$ cat src/rtl/qdec_pkg.sv
// qdec_pkg: shared Gray codes, step codes and decode helper for the quadrature decoder.
package qdec_pkg;
  localparam logic [1:0] G0 = 2'b00;
  localparam logic [1:0] G1 = 2'b01;
  localparam logic [1:0] G2 = 2'b11;
  localparam logic [1:0] G3 = 2'b10;
  localparam int QDEC_FILT_LEN = 3;
  typedef enum logic [1:0] {STEP_NONE, STEP_UP, STEP_DN, STEP_ERR} step_t;
  function automatic logic [1:0] gidx(input logic [1:0] g);
    return {g[1], g[1] ^ g[0]};
  endfunction
  // Position delta on the Gray ring: +1 up, -1 down, 2 is an illegal double-bit jump.
  function automatic step_t decode(input logic [1:0] p, input logic [1:0] c);
    logic [1:0] d;
    d = gidx(c) - gidx(p);
    return d == 2'd0 ? STEP_NONE : d == 2'd1 ? STEP_UP : d == 2'd3 ? STEP_DN : STEP_ERR;
  endfunction
endpackage

$ cat src/rtl/qdec_sync.sv
// qdec_sync: SYNC_STAGES-deep 2-bit synchronizer with async reset to 0.
module qdec_sync #(
  parameter int SYNC_STAGES = 2
) (
  input  logic       clk,
  input  logic       rst,
  input  logic [1:0] d,
  output logic [1:0] q
);
  logic [1:0] chain [SYNC_STAGES];
  always_ff @(posedge clk or posedge rst) begin
    if (rst) begin
      for (int i = 0; i < SYNC_STAGES; i++) chain[i] <= 2'b00;
    end else begin
      chain[0] <= d;
      for (int i = 1; i < SYNC_STAGES; i++) chain[i] <= chain[i-1];
    end
  end
  assign q = chain[SYNC_STAGES-1];
endmodule

$ cat src/rtl/quad_step_decoder.sv
// quad_step_decoder: synchronizes an A/B quadrature pair, decodes Gray steps into a wrapping position.
// Optional QDEC_GLITCH_FILTER_EN adds a stability filter after the synchronizer.
module quad_step_decoder
  import qdec_pkg::*;
#(
  parameter int CNT_W       = 16,
  parameter int SYNC_STAGES = 2
) (
  input  logic             clk,
  input  logic             rst,
  input  logic             en,
  input  logic             a_in,
  input  logic             b_in,
  input  logic             clr,
  input  logic             err_clr,
  output logic [CNT_W-1:0] pos,
  output logic             dir,
  output logic             step,
  output logic             err
);
  logic [1:0] raw, cur, prev;
  step_t code;
  qdec_sync #(.SYNC_STAGES(SYNC_STAGES)) u_sync (.clk(clk), .rst(rst), .d({a_in, b_in}), .q(raw));
`ifdef QDEC_GLITCH_FILTER_EN
  localparam int WARM = SYNC_STAGES + QDEC_FILT_LEN;
  logic [1:0] hist [QDEC_FILT_LEN-1];
  logic [1:0] held;
  logic       stable;
  always_comb begin
    stable = 1'b1;
    for (int i = 0; i < QDEC_FILT_LEN - 1; i++) stable &= (hist[i] == raw);
  end
  assign cur = stable ? raw : held;
  always_ff @(posedge clk or posedge rst) begin
    if (rst) begin
      for (int i = 0; i < QDEC_FILT_LEN - 1; i++) hist[i] <= 2'b00;
      held <= 2'b00;
    end else begin
      hist[0] <= raw;
      for (int i = 1; i < QDEC_FILT_LEN - 1; i++) hist[i] <= hist[i-1];
      held <= cur;
    end
  end
`else
  localparam int WARM = SYNC_STAGES + 1;
  assign cur = raw;
`endif
  localparam int WW = $clog2(WARM + 1);
  logic [WW-1:0] wcnt;
  logic          warm;
  assign warm = (wcnt != WW'(WARM));
  // Warm-up lets prev settle on the resting pin code so it is never counted.
  always_comb code = (en && !warm) ? decode(prev, cur) : STEP_NONE;
  always_ff @(posedge clk or posedge rst) begin
    if (rst) begin
      wcnt <= '0;
      prev <= 2'b00;
      pos  <= '0;
      dir  <= 1'b0;
      step <= 1'b0;
      err  <= 1'b0;
    end else begin
      if (warm) wcnt <= wcnt + 1'b1;
      prev <= cur;
      step <= (code == STEP_UP) || (code == STEP_DN);
      dir  <= (code == STEP_UP) ? 1'b1 : (code == STEP_DN) ? 1'b0 : dir;
      pos  <= clr ? '0 : (code == STEP_UP) ? pos + 1'b1 : (code == STEP_DN) ? pos - 1'b1 : pos;
      err  <= (code == STEP_ERR) ? 1'b1 : err_clr ? 1'b0 : err;
    end
  end
endmodule

$ cat config.mk
export PLATFORM = sky130hd
export DESIGN_NAME = quad_step_decoder
export DESIGN_NICKNAME = d
export VERILOG_FILES = /design/src/rtl/qdec_pkg.sv /design/src/rtl/qdec_sync.sv /design/src/rtl/quad_step_decoder.sv
export SDC_FILE = /design/constraint.sdc
export NUM_CORES = 1
export LEC_CHECK = 0
export CORE_ASPECT_RATIO = 1.75
export CORE_MARGIN = 3
export CORE_UTILIZATION = 54
export CTS_CLUSTER_SIZE = 24
export DETAILED_ROUTE_END_ITERATION = 6
export PLACE_DENSITY = 0.79
export SYNTH_ARGS = -nofsm -noshare
export SYNTH_HDL_FRONTEND = slang
export SYNTH_SLANG_ARGS = --single-unit
$ cat constraint.sdc
create_clock -name clk -period 4.3 [get_ports clk]
set_input_delay 0.86 -clock clk [delete_from_list [all_inputs] [get_ports clk]]
set_output_delay 0.86 -clock clk [all_outputs]
set_load 0.02 [all_outputs]
After elaboration in Yosys (flattened, before gate mapping)
Cells that the tools add are included.
{"block": "totals", "inputBits": 7, "wordCells": 38, "ff_bits": 27}
{"block": "op_classes", "n_reduce_logical": 7, "muxes": 11, "n_eq_ne": 6, "addsub": 4, "bitwise": 2}
{"operator": "$mux 16", "n": 3}
{"operator": "$add 16x1->16 const B", "n": 1}
{"operator": "$sub 16x1->16 const B", "n": 1}
{"operator": "$eq 2x2->1 const B", "n": 3}
{"operator": "$mux 2", "n": 3}
{"operator": "$mux 1", "n": 5}
{"operator": "$eq 2x1->1 const B", "n": 2}
{"operator": "$reduce_bool 2->1", "n": 2}
{"operator": "$reduce_bool 3->1", "n": 1}
{"operator": "$add 2x1->2 const B", "n": 1}
{"operator": "$logic_not 2->1", "n": 1}
{"operator": "$ne 2x2->1 const B", "n": 1}
{"operator": "$sub 2x2->2", "n": 1}
{"operator": "$xor 1x1->1", "n": 2}
{"operator": "$logic_and 1x1->1", "n": 1}
{"operator": "$logic_not 1->1", "n": 1}
{"operator": "$logic_or 1x1->1", "n": 1}

Logic depth before layout (Yosys ltp)
Gate-level depths: netlist of run 1.
{"block": "depth", "word_depth": 11, "ltp_mapped": 16}

Modules after synthesis
Synthesis of run 1 repeated with hierarchy kept, for this count alone.
{"block": "unflattened", "cells_unflattened": 196, "area_unflattened_um2": 1865.5}
{"module": "quad_step_decoder", "cells_per_inst": 189, "instances": 1, "seq_area_each_um2": 575.6, "area_each_um2": 1746.7}
{"module": "qdec_sync", "cells_per_inst": 7, "instances": 1, "seq_area_each_um2": 100.1, "area_each_um2": 118.9}

Worst setup path after synthesis of run 1
Ideal clock, no wire load.
{"block": "synth_timing", "path_type": "reg-to-reg", "startpoint": "reg prev[1]", "endpoint": "reg pos[15]", "path_slack_ns": 0.498, "stages_incl_launch_ff": 16, "synth_period_minus_slack_ns": 3.802, "n_path_buf": 0, "setup_ns": 0.128, "arrival_time_ns": 3.674, "path_cell_list": "dfrtp_1 -> xor2_1 -> ha_1 -> xor2_1 -> xnor2_1 -> ha_1 -> or3_1 -> ha_1 -> inv_1 -> ha_1 -> a21o_1 -> a31o_1 -> a41oi_4 -> o21ai_2 -> mux2i_1 -> mux2_1"}
{"block": "synth_via", "elab_chain_len": 10, "word_cells_on_any_way": 14, "cone_classes": "1 x add/sub; 4 x eq/ne; 6 x mux; 1 x bitwise; 2 x reduce/logical"}
{"item": "from (decl)", "line_no": "quad_step_decoder.sv:21", "text": "logic [1:0] raw, cur, prev;"}
{"item": "from (signal assigned)", "line_no": "quad_step_decoder.sv:64", "text": "prev <= cur;"}
{"item": "$xor 1x1->1", "line_no": "qdec_pkg.sv:10", "text": "return {g[1], g[1] ^ g[0]};"}
{"item": "$sub 2x2->2 *", "line_no": "qdec_pkg.sv:15", "text": "d = gidx(c) - gidx(p);"}
{"item": "$eq 2x2->1", "line_no": "qdec_pkg.sv:16", "text": "return d == 2'd0 ? STEP_NONE : d == 2'd1 ? STEP_UP : d == 2'd3 ? STEP_DN : STEP_ERR;"}
{"item": "$mux 1", "line_no": "qdec_pkg.sv:16"}
{"item": "$mux 2", "line_no": "qdec_pkg.sv:16"}
{"item": "$mux 2 *", "line_no": "qdec_pkg.sv:16"}
{"item": "$mux 2 *", "line_no": "quad_step_decoder.sv:53", "text": "always_comb code = (en && !warm) ? decode(prev, cur) : STEP_NONE;"}
{"item": "$eq 2x1->1", "line_no": "quad_step_decoder.sv:67", "text": "pos <= clr ? '0 : (code == STEP_UP) ? pos + 1'b1 : (code == STEP_DN) ? pos - 1'b1 : pos;"}
{"item": "$mux 16 (2 in series)", "line_no": "quad_step_decoder.sv:67"}
{"item": "to (signal assigned)", "line_no": "quad_step_decoder.sv:67"}
{"item": "to (decl)", "line_no": "quad_step_decoder.sv:16", "text": "output logic [CNT_W-1:0] pos,"}
Every way passes the cells marked *; elsewhere a longest branch is shown, timed or not.
A chain may end at the register's enable or synchronous reset.

Worst setup path after layout of run 1
{"block": "layout_timing", "startpoint": "reg u_sync.chain (netlist bit u_sync.q[1])", "endpoint": "reg pos[13]"}
{"block": "layout_via", "elab_chain_len": 10, "word_cells_on_any_way": 14, "cone_classes": "1 x add/sub; 4 x eq/ne; 6 x mux; 1 x bitwise; 2 x reduce/logical"}
{"item": "from (decl)", "line_no": "qdec_sync.sv:10", "text": "logic [1:0] chain [SYNC_STAGES];"}
{"item": "$xor 1x1->1", "line_no": "qdec_pkg.sv:10"}
{"item": "$sub 2x2->2 *", "line_no": "qdec_pkg.sv:15"}
{"item": "$eq 2x2->1", "line_no": "qdec_pkg.sv:16"}
{"item": "$mux 1", "line_no": "qdec_pkg.sv:16"}
{"item": "$mux 2", "line_no": "qdec_pkg.sv:16"}
{"item": "$mux 2 *", "line_no": "qdec_pkg.sv:16"}
{"item": "$mux 2 *", "line_no": "quad_step_decoder.sv:53"}
{"item": "$eq 2x1->1", "line_no": "quad_step_decoder.sv:67"}
{"item": "$mux 16 (2 in series)", "line_no": "quad_step_decoder.sv:67"}
Marks and branches as above.

==> results of run 1 <==
-- state kept, by name, indices dropped and copies added (netlist names) --
register / count
pos: 16
prev: 2
u_sync.chain: 2
u_sync.q: 2
wcnt: 2
dir: 1
err: 1
step: 1
-- critical path: stages, from the launching register on --
cell        delay (ns)
dfrtp_1           0.43
xnor2_1           0.18
ha_1              0.17
xor2_1            0.19
xnor2_1           0.17
ha_1              0.26
or2_2             0.31
inv_1             0.12
ha_4              0.18
clkinvlp_4        0.09
buf_4             0.16
buf_4             0.15
ha_1              0.37
and3_1            0.23
and2_1            0.17
a221oi_1          0.28
o31ai_1           0.16
mux2i_1           0.19
nand2_1           0.07
-- area by class of cell --
cell class / count / share of cell area [%]
sequential: 27 / 30.0
inverter: 11 / 2.00
timing repair buffer: 31 / 13.0
tap: 43 / 2.39
clock buffer: 3 / 1.83
multi-input combinational: 159 / 50.4
clock inverter: 1 / 0.389
-- what timing repair did --
item / CTS / global route
setup endpoints to repair: 0 / 6
hold buffers: 0 / 0
gates resized for setup: 0 / 6
hold endpoints to repair: 0 / 0
buffers inserted: 0 / 4
-- synthesized netlist by cell type (2+ instances only) --
library cell	instances
a211oi_1	3
a21o_1	5
a21oi_1	22
a31oi_1	2
and3_1	2
clkbuf_1	5
dfrtp_1	27
ha_1	23
inv_1	10
mux2i_1	2
nand2_1	29
nand3_1	11
nand4_1	2
nor2_1	8
nor2b_1	3
nor3_1	4
o21ai_0	6
o21bai_1	2
o31ai_1	2
or2_2	2
or3_1	2
xnor2_1	12
xor2_1	3
-- worst paths after layout --
path,startpoint,to,cells after the start
setup / recovery,u_sync.q[1],pos[13],18
hold / removal,u_sync.chain[2],u_sync.q[0],0
setup reg to reg,u_sync.q[1],pos[13],18
hold reg to reg,u_sync.chain[2],u_sync.q[0],0
max in group asynchronous,rst,pos[12],2
min in group asynchronous,rst,u_sync.chain[2],2
-- power groups by stage --
stage	registers, mW	logic [mW]	clock network, mW
5_1_grt	0.394	1.34	0.166
6_report	0.384	1.23	0.156
3_5_place_dp	0.388	1.18	0
4_1_cts	0.382	1.19	0.159
2_1_floorplan	0.456	0.778	0
3_3_place_gp	0.385	1.14	0
-- kinds of logic (layout without fill, tap and decap cells) --
logic type / count (synthesis) / count (layout)
flops: 27 / 27
xor+xnor: 15 / 15
fa+ha+maj: 24 / 24
simple gates: 66 / 66
compound gates: 50 / 50
buf+inv: 16 / 46
mux: 4 / 4
-- cells in the final DEF, fill, tap and decap left out, drive strengths merged, types with 2 or more instances in the layout --
cell type and count:
a31oi 2, ha 23, clkbuf 3, nor2 8, a21oi 22, nor3 5
nand3 11, or2 2, buf 6, o21bai 2, xnor2 12, clkdlybuf4s50 25
nand4 2, a211oi 3, o21ai 8, a21o 5, dfrtp 27, and3 2
nor2b 3, nand2 29, mux2i 2, o31ai 2, or3 2, mux2 2
inv 10, xor2 3
-- stage by stage --
step	instances	total power [mW]	setup slack, ns	cell area (um^2)	hold WS [ns]
floorplan	202	1.23	0.498	1850	0.331
global placement	267	1.52	0.238	2150	0.332
detailed placement	267	1.56	0.137	2150	0.342
CTS	271	1.73	0.137	2200	0.365
global route	275	1.90	0.0448	2250	0.387
finish	275	1.76	0.287	2250	0.367
-- metal layers --
metal | track usage, % | share of wire [%] | up-vias
met5 | 0 | 0 | -
met4 | 10.1 | 3.2 | 0
met3 | 2.87 | 3.3 | 11
met2 | 40.5 | 55 | 53
met1 | 25.3 | 39 | 785
li1 | - | - | 777
==> reports/metrics.cfg, run 1 <==
[outcome]
status=completed

[setup_path]
arrival_ns=4.18
path_class=reg2reg
worst_setup_path_end_kind=flip-flop
startpoint_type=flip-flop
required_ns=4.47
crit_fanout=7
reg2reg_slack_ns=0.29

[power]
p_seq_share_pct=21.7
swShare_pct=47.8
irDropWorstVdd_mv=0.499
p_leak_nw=1.04
power_frac_clock_pct=8.8
p_sw_uw=844
internal_power_uw=921
p_per_area_nw_per_um2=783
comb_power_share_pct=69.4

[timing]
fmax_ghz=0.249
post-route-min-period_ns=4.01
period_share_pct=93.3
setup_viol=0
finalHoldViolCount=0
slew_headroom_pct=31.7
drv_slew=0
rsz0062_at_grt=no
tightest_slew_ns=1.02
tns_ns=0
fin_skew_ns=0.00473

[clock_network]
cts.path.max_buffers=2
cts_root_buffer=clkbuf_8
htree_levels=1
clk_pin_slew_ns=0.10
cts_tree=done
cts_buffers=3
clock_latency_ns=0.28
cts.sinks=27

[logic_synthesis]
synth_top_family_by_area=compound AO/OA/AOI/OAI gates
synth_nets=233
synth_simple_gate_area_share_pct=16.6
synth_enable_flop_cells=0
ys.flop_type=dfrtp_1
ys_top_cells_by_area=dfrtp_1 (37%), ha_1 (16%), a21oi_1 (5.9%)
synth_area_per_cell_um2=9.16
yosysWarnings=0
async_reset_ff_share_pct=100
synth_adder_area_share_pct=16.6
yosys.area.top_type=dfrtp_1
synth_compound_area_share_pct=17.6
synth-xor-area-share_pct=7.10
netlist.area_leader.share_pct=36.5
ys_ff_latch=27
synth.area.mux_share_pct=2.30
syn-cell-area_um2=1850
synth_cells=202
synth_cell_types=38
synth_seq_area_share_pct=36.5

[drt]
drt-wirelength-per-cell_um=16.2
drt_iter0_drc=49
ant_nets=0
drc=0
dr.pass1.iters=5
vias_per_cell=5.91
routed_wl_um=4450
vias=1626

[global_route]
gr-usage-all-layers_pct=22.5
overflow=0
grt_pass1_vias=1652
grt_max_degree=28
antenna_found_initial=0
grt_pass1_wl_um=7450

[cells_and_area]
multi_input_area_um2=1140
area_delta_synth_final_pct=21.8
utilization_pct=70.2
nNetsFinal=264
drive_gt1_share_pct=8.62
fill_cells=255
diodes=0
layout.area.seq_um2=676

[floorplan]
fp.dieH_um=83.4
num_rows=27
core_region_area_um2=3210
start_util_pct=57.7
dieArea_um2=4190
die_x_um=50.3
ios=26

[placement]
globalplace.congestion=1.01
dpl.hpwl_um=3280
port_buffers=25

[min_path]
hold_path_class=reg2reg

[job]
cap_violations=0

Power figures use the tool's default switching activity.
==> run 2: changes to the inputs <==
- SETUP_SLACK_MARGIN: unset -> 0.2
- SKIP_CTS_REPAIR_TIMING: unset -> 1
==> reports/metrics.cfg, run 2 (synthesis results as in run 1) <==
[cells_and_area]
largest_register_ffs=16  ; unchanged
area_delta_synth_final_pct=25.3  ; was 21.8%
drive_gt1_share_pct=14.2  ; was 8.62%
top_register=pos  ; unchanged
nNetsFinal=265  ; was 264
diodes=0  ; unchanged
layout_common_cells=nand2_1 (29), dfrtp_1 (27), clkdlybuf4s50_1 (25)  ; unchanged
final_common_cell=nand2_1  ; unchanged

[floorplan]
ios=26  ; unchanged
fp.dieH_um=83.4  ; unchanged
die_x_um=50.3  ; unchanged
start_util_pct=57.7  ; unchanged
dieArea_um2=4190  ; unchanged
core_region_area_um2=3210  ; unchanged
num_rows=27  ; unchanged

[clock_network]
cts_tree=done  ; unchanged
clk_pin_slew_ns=0.10  ; about the same
cts.sinks=27  ; unchanged
cts_root_buffer=clkbuf_8  ; unchanged
clock_latency_ns=0.28  ; about the same
cts.path.max_buffers=2  ; unchanged
cts_buffers=3  ; unchanged
htree_levels=1  ; unchanged

[setup_path]
arrival_ns=4.06  ; was 4.18 ns
rr_startpoint=u_sync.q[1]  ; unchanged
worst_setup_path_end_kind=flip-flop  ; unchanged
required_ns=4.48  ; was 4.47 ns
worstRegToRegCells=17  ; was 18
startpoint_type=flip-flop  ; unchanged
crit_fanout=7  ; unchanged
path_class=reg2reg  ; unchanged
r2r_end=pos[15]  ; was pos[13]
reg2reg_slack_ns=0.41  ; was 0.29 ns

[job]
cap_violations=0  ; unchanged

[drt]
ant_nets=0  ; unchanged
vias_per_cell=5.84  ; was 5.91
drt_iter0_drc=57  ; was 49
vias=1612  ; was 1626
dr.pass1.iters=4  ; was 5
routed_wl_um=4470  ; was 4450 um
drt-wirelength-per-cell_um=16.2  ; about the same
drc=0  ; unchanged

[timing]
rsz0062_at_grt=no  ; unchanged
setup_viol=0  ; unchanged
post-route-min-period_ns=3.89  ; was 4.01 ns
tightest_slew_ns=1.03  ; was 1.02 ns
slew_headroom_pct=31.3  ; was 31.7%
period_share_pct=90.4  ; was 93.3%
drv_slew=0  ; unchanged
tns_ns=0  ; unchanged
fin_skew_ns=0.00510  ; was 0.00473 ns
finalHoldViolCount=0  ; unchanged
fmax_ghz=0.257  ; was 0.249 GHz

[power]
power_mw=1.83  ; was 1.76 mW
p_per_area_nw_per_um2=789  ; was 783 nW/um^2
p_leak_nw=1.05  ; was 1.04 nW
irDropWorstVdd_mv=0.512  ; was 0.499 mV

[global_route]
grt_max_degree=28  ; unchanged
gr-usage-all-layers_pct=22.5  ; unchanged
grt-busiest-layer=met2  ; unchanged
grt_pass1_wl_um=7450  ; unchanged
grtUsageMet2_pct=40.5  ; unchanged
use_met1_pct=25.3  ; unchanged
grt_pass1_vias=1652  ; unchanged
antenna_found_initial=0  ; unchanged
grt_use_met3_pct=2.87  ; unchanged
overflow=0  ; unchanged

[min_path]
hold_depth=0  ; unchanged
hold_path_class=reg2reg  ; unchanged
hold_start=u_sync.chain[2]  ; unchanged
hold_end=u_sync.q[0]  ; unchanged

[outcome]
status=completed  ; unchanged

[placement]
port_buffers=25  ; unchanged
globalplace.congestion=1.01  ; unchanged
dpl.hpwl_um=3280  ; unchanged

[run 2: cell types whose count changed in the layout (fill, tap and decap cells not counted), sizes merged]
cell,change
buf,+1
[run 2: metrics by stage]
stage	utilization [%]	area [um^2]	hold slack [ns]	setup WS, ns	instances
6_report	72.2	2320	0.367	0.414	276
5_1_grt	72.2	2320	0.387	0.176	276
4_1_cts	68.6	2200	0.365	0.137	271
3_5_place_dp	67.0	2150	0.342	0.137	267
3_3_place_gp	67.0	2150	0.332	0.238	267
2_1_floorplan	-	1850	0.331	0.498	202
[run 2: critical path, cell delays in order, from the launching register on]
cell,delay [ns]
dfrtp_1,0.42
xnor2_1,0.17
ha_1,0.17
xor2_1,0.19
xnor2_1,0.17
ha_1,0.26
or2_2,0.32
inv_2,0.09
ha_4,0.17
clkinvlp_4,0.09
buf_4,0.16
buf_4,0.16
ha_2,0.37
and3_2,0.24
nand3_1,0.10
o21ai_2,0.15
mux2i_1,0.22
mux2_1,0.33
[run 2: layout make-up]
| type | instances | area [um^2] |
|---|---|---|
| multi-input combinational | 159 | 1190 |
| fill | 248 | 891 |
| sequential | 27 | 676 |
| timing repair buffer | 32 | 300 |
| tap | 43 | 53.8 |
| inverter | 11 | 45.0 |
| clock buffer | 3 | 41.3 |
| clock inverter | 1 | 8.76 |
[run 2: per-layer routing]
metal | part of all wire, % | vias to the layer above
li1 | - | 776
met1 | 39 | 786
met2 | 56 | 39
met3 | 2.4 | 11
met4 | 2.5 | 0
met5 | 0 | -
[run 2: worst max path at each step]
stage,endpoint,startpoint,cells after the start,slack (ns)
final,pos[15],u_sync.q[1],17,0.41
after global routing,pos[15],u_sync.q[1],17,0.18
after CTS,pos[15],u_sync.q[1],16,0.14
after detailed placement,pos[15],en,12,0.14
after global placement,pos[15],en,12,0.24
after floorplan,pos[15],prev[1],15,0.50
[run 2: where the power goes]
part / internal [mW] / switching, mW
registers: 0.321 / 0.0656
clock network: 0.0683 / 0.0874
logic: 0.567 / 0.719
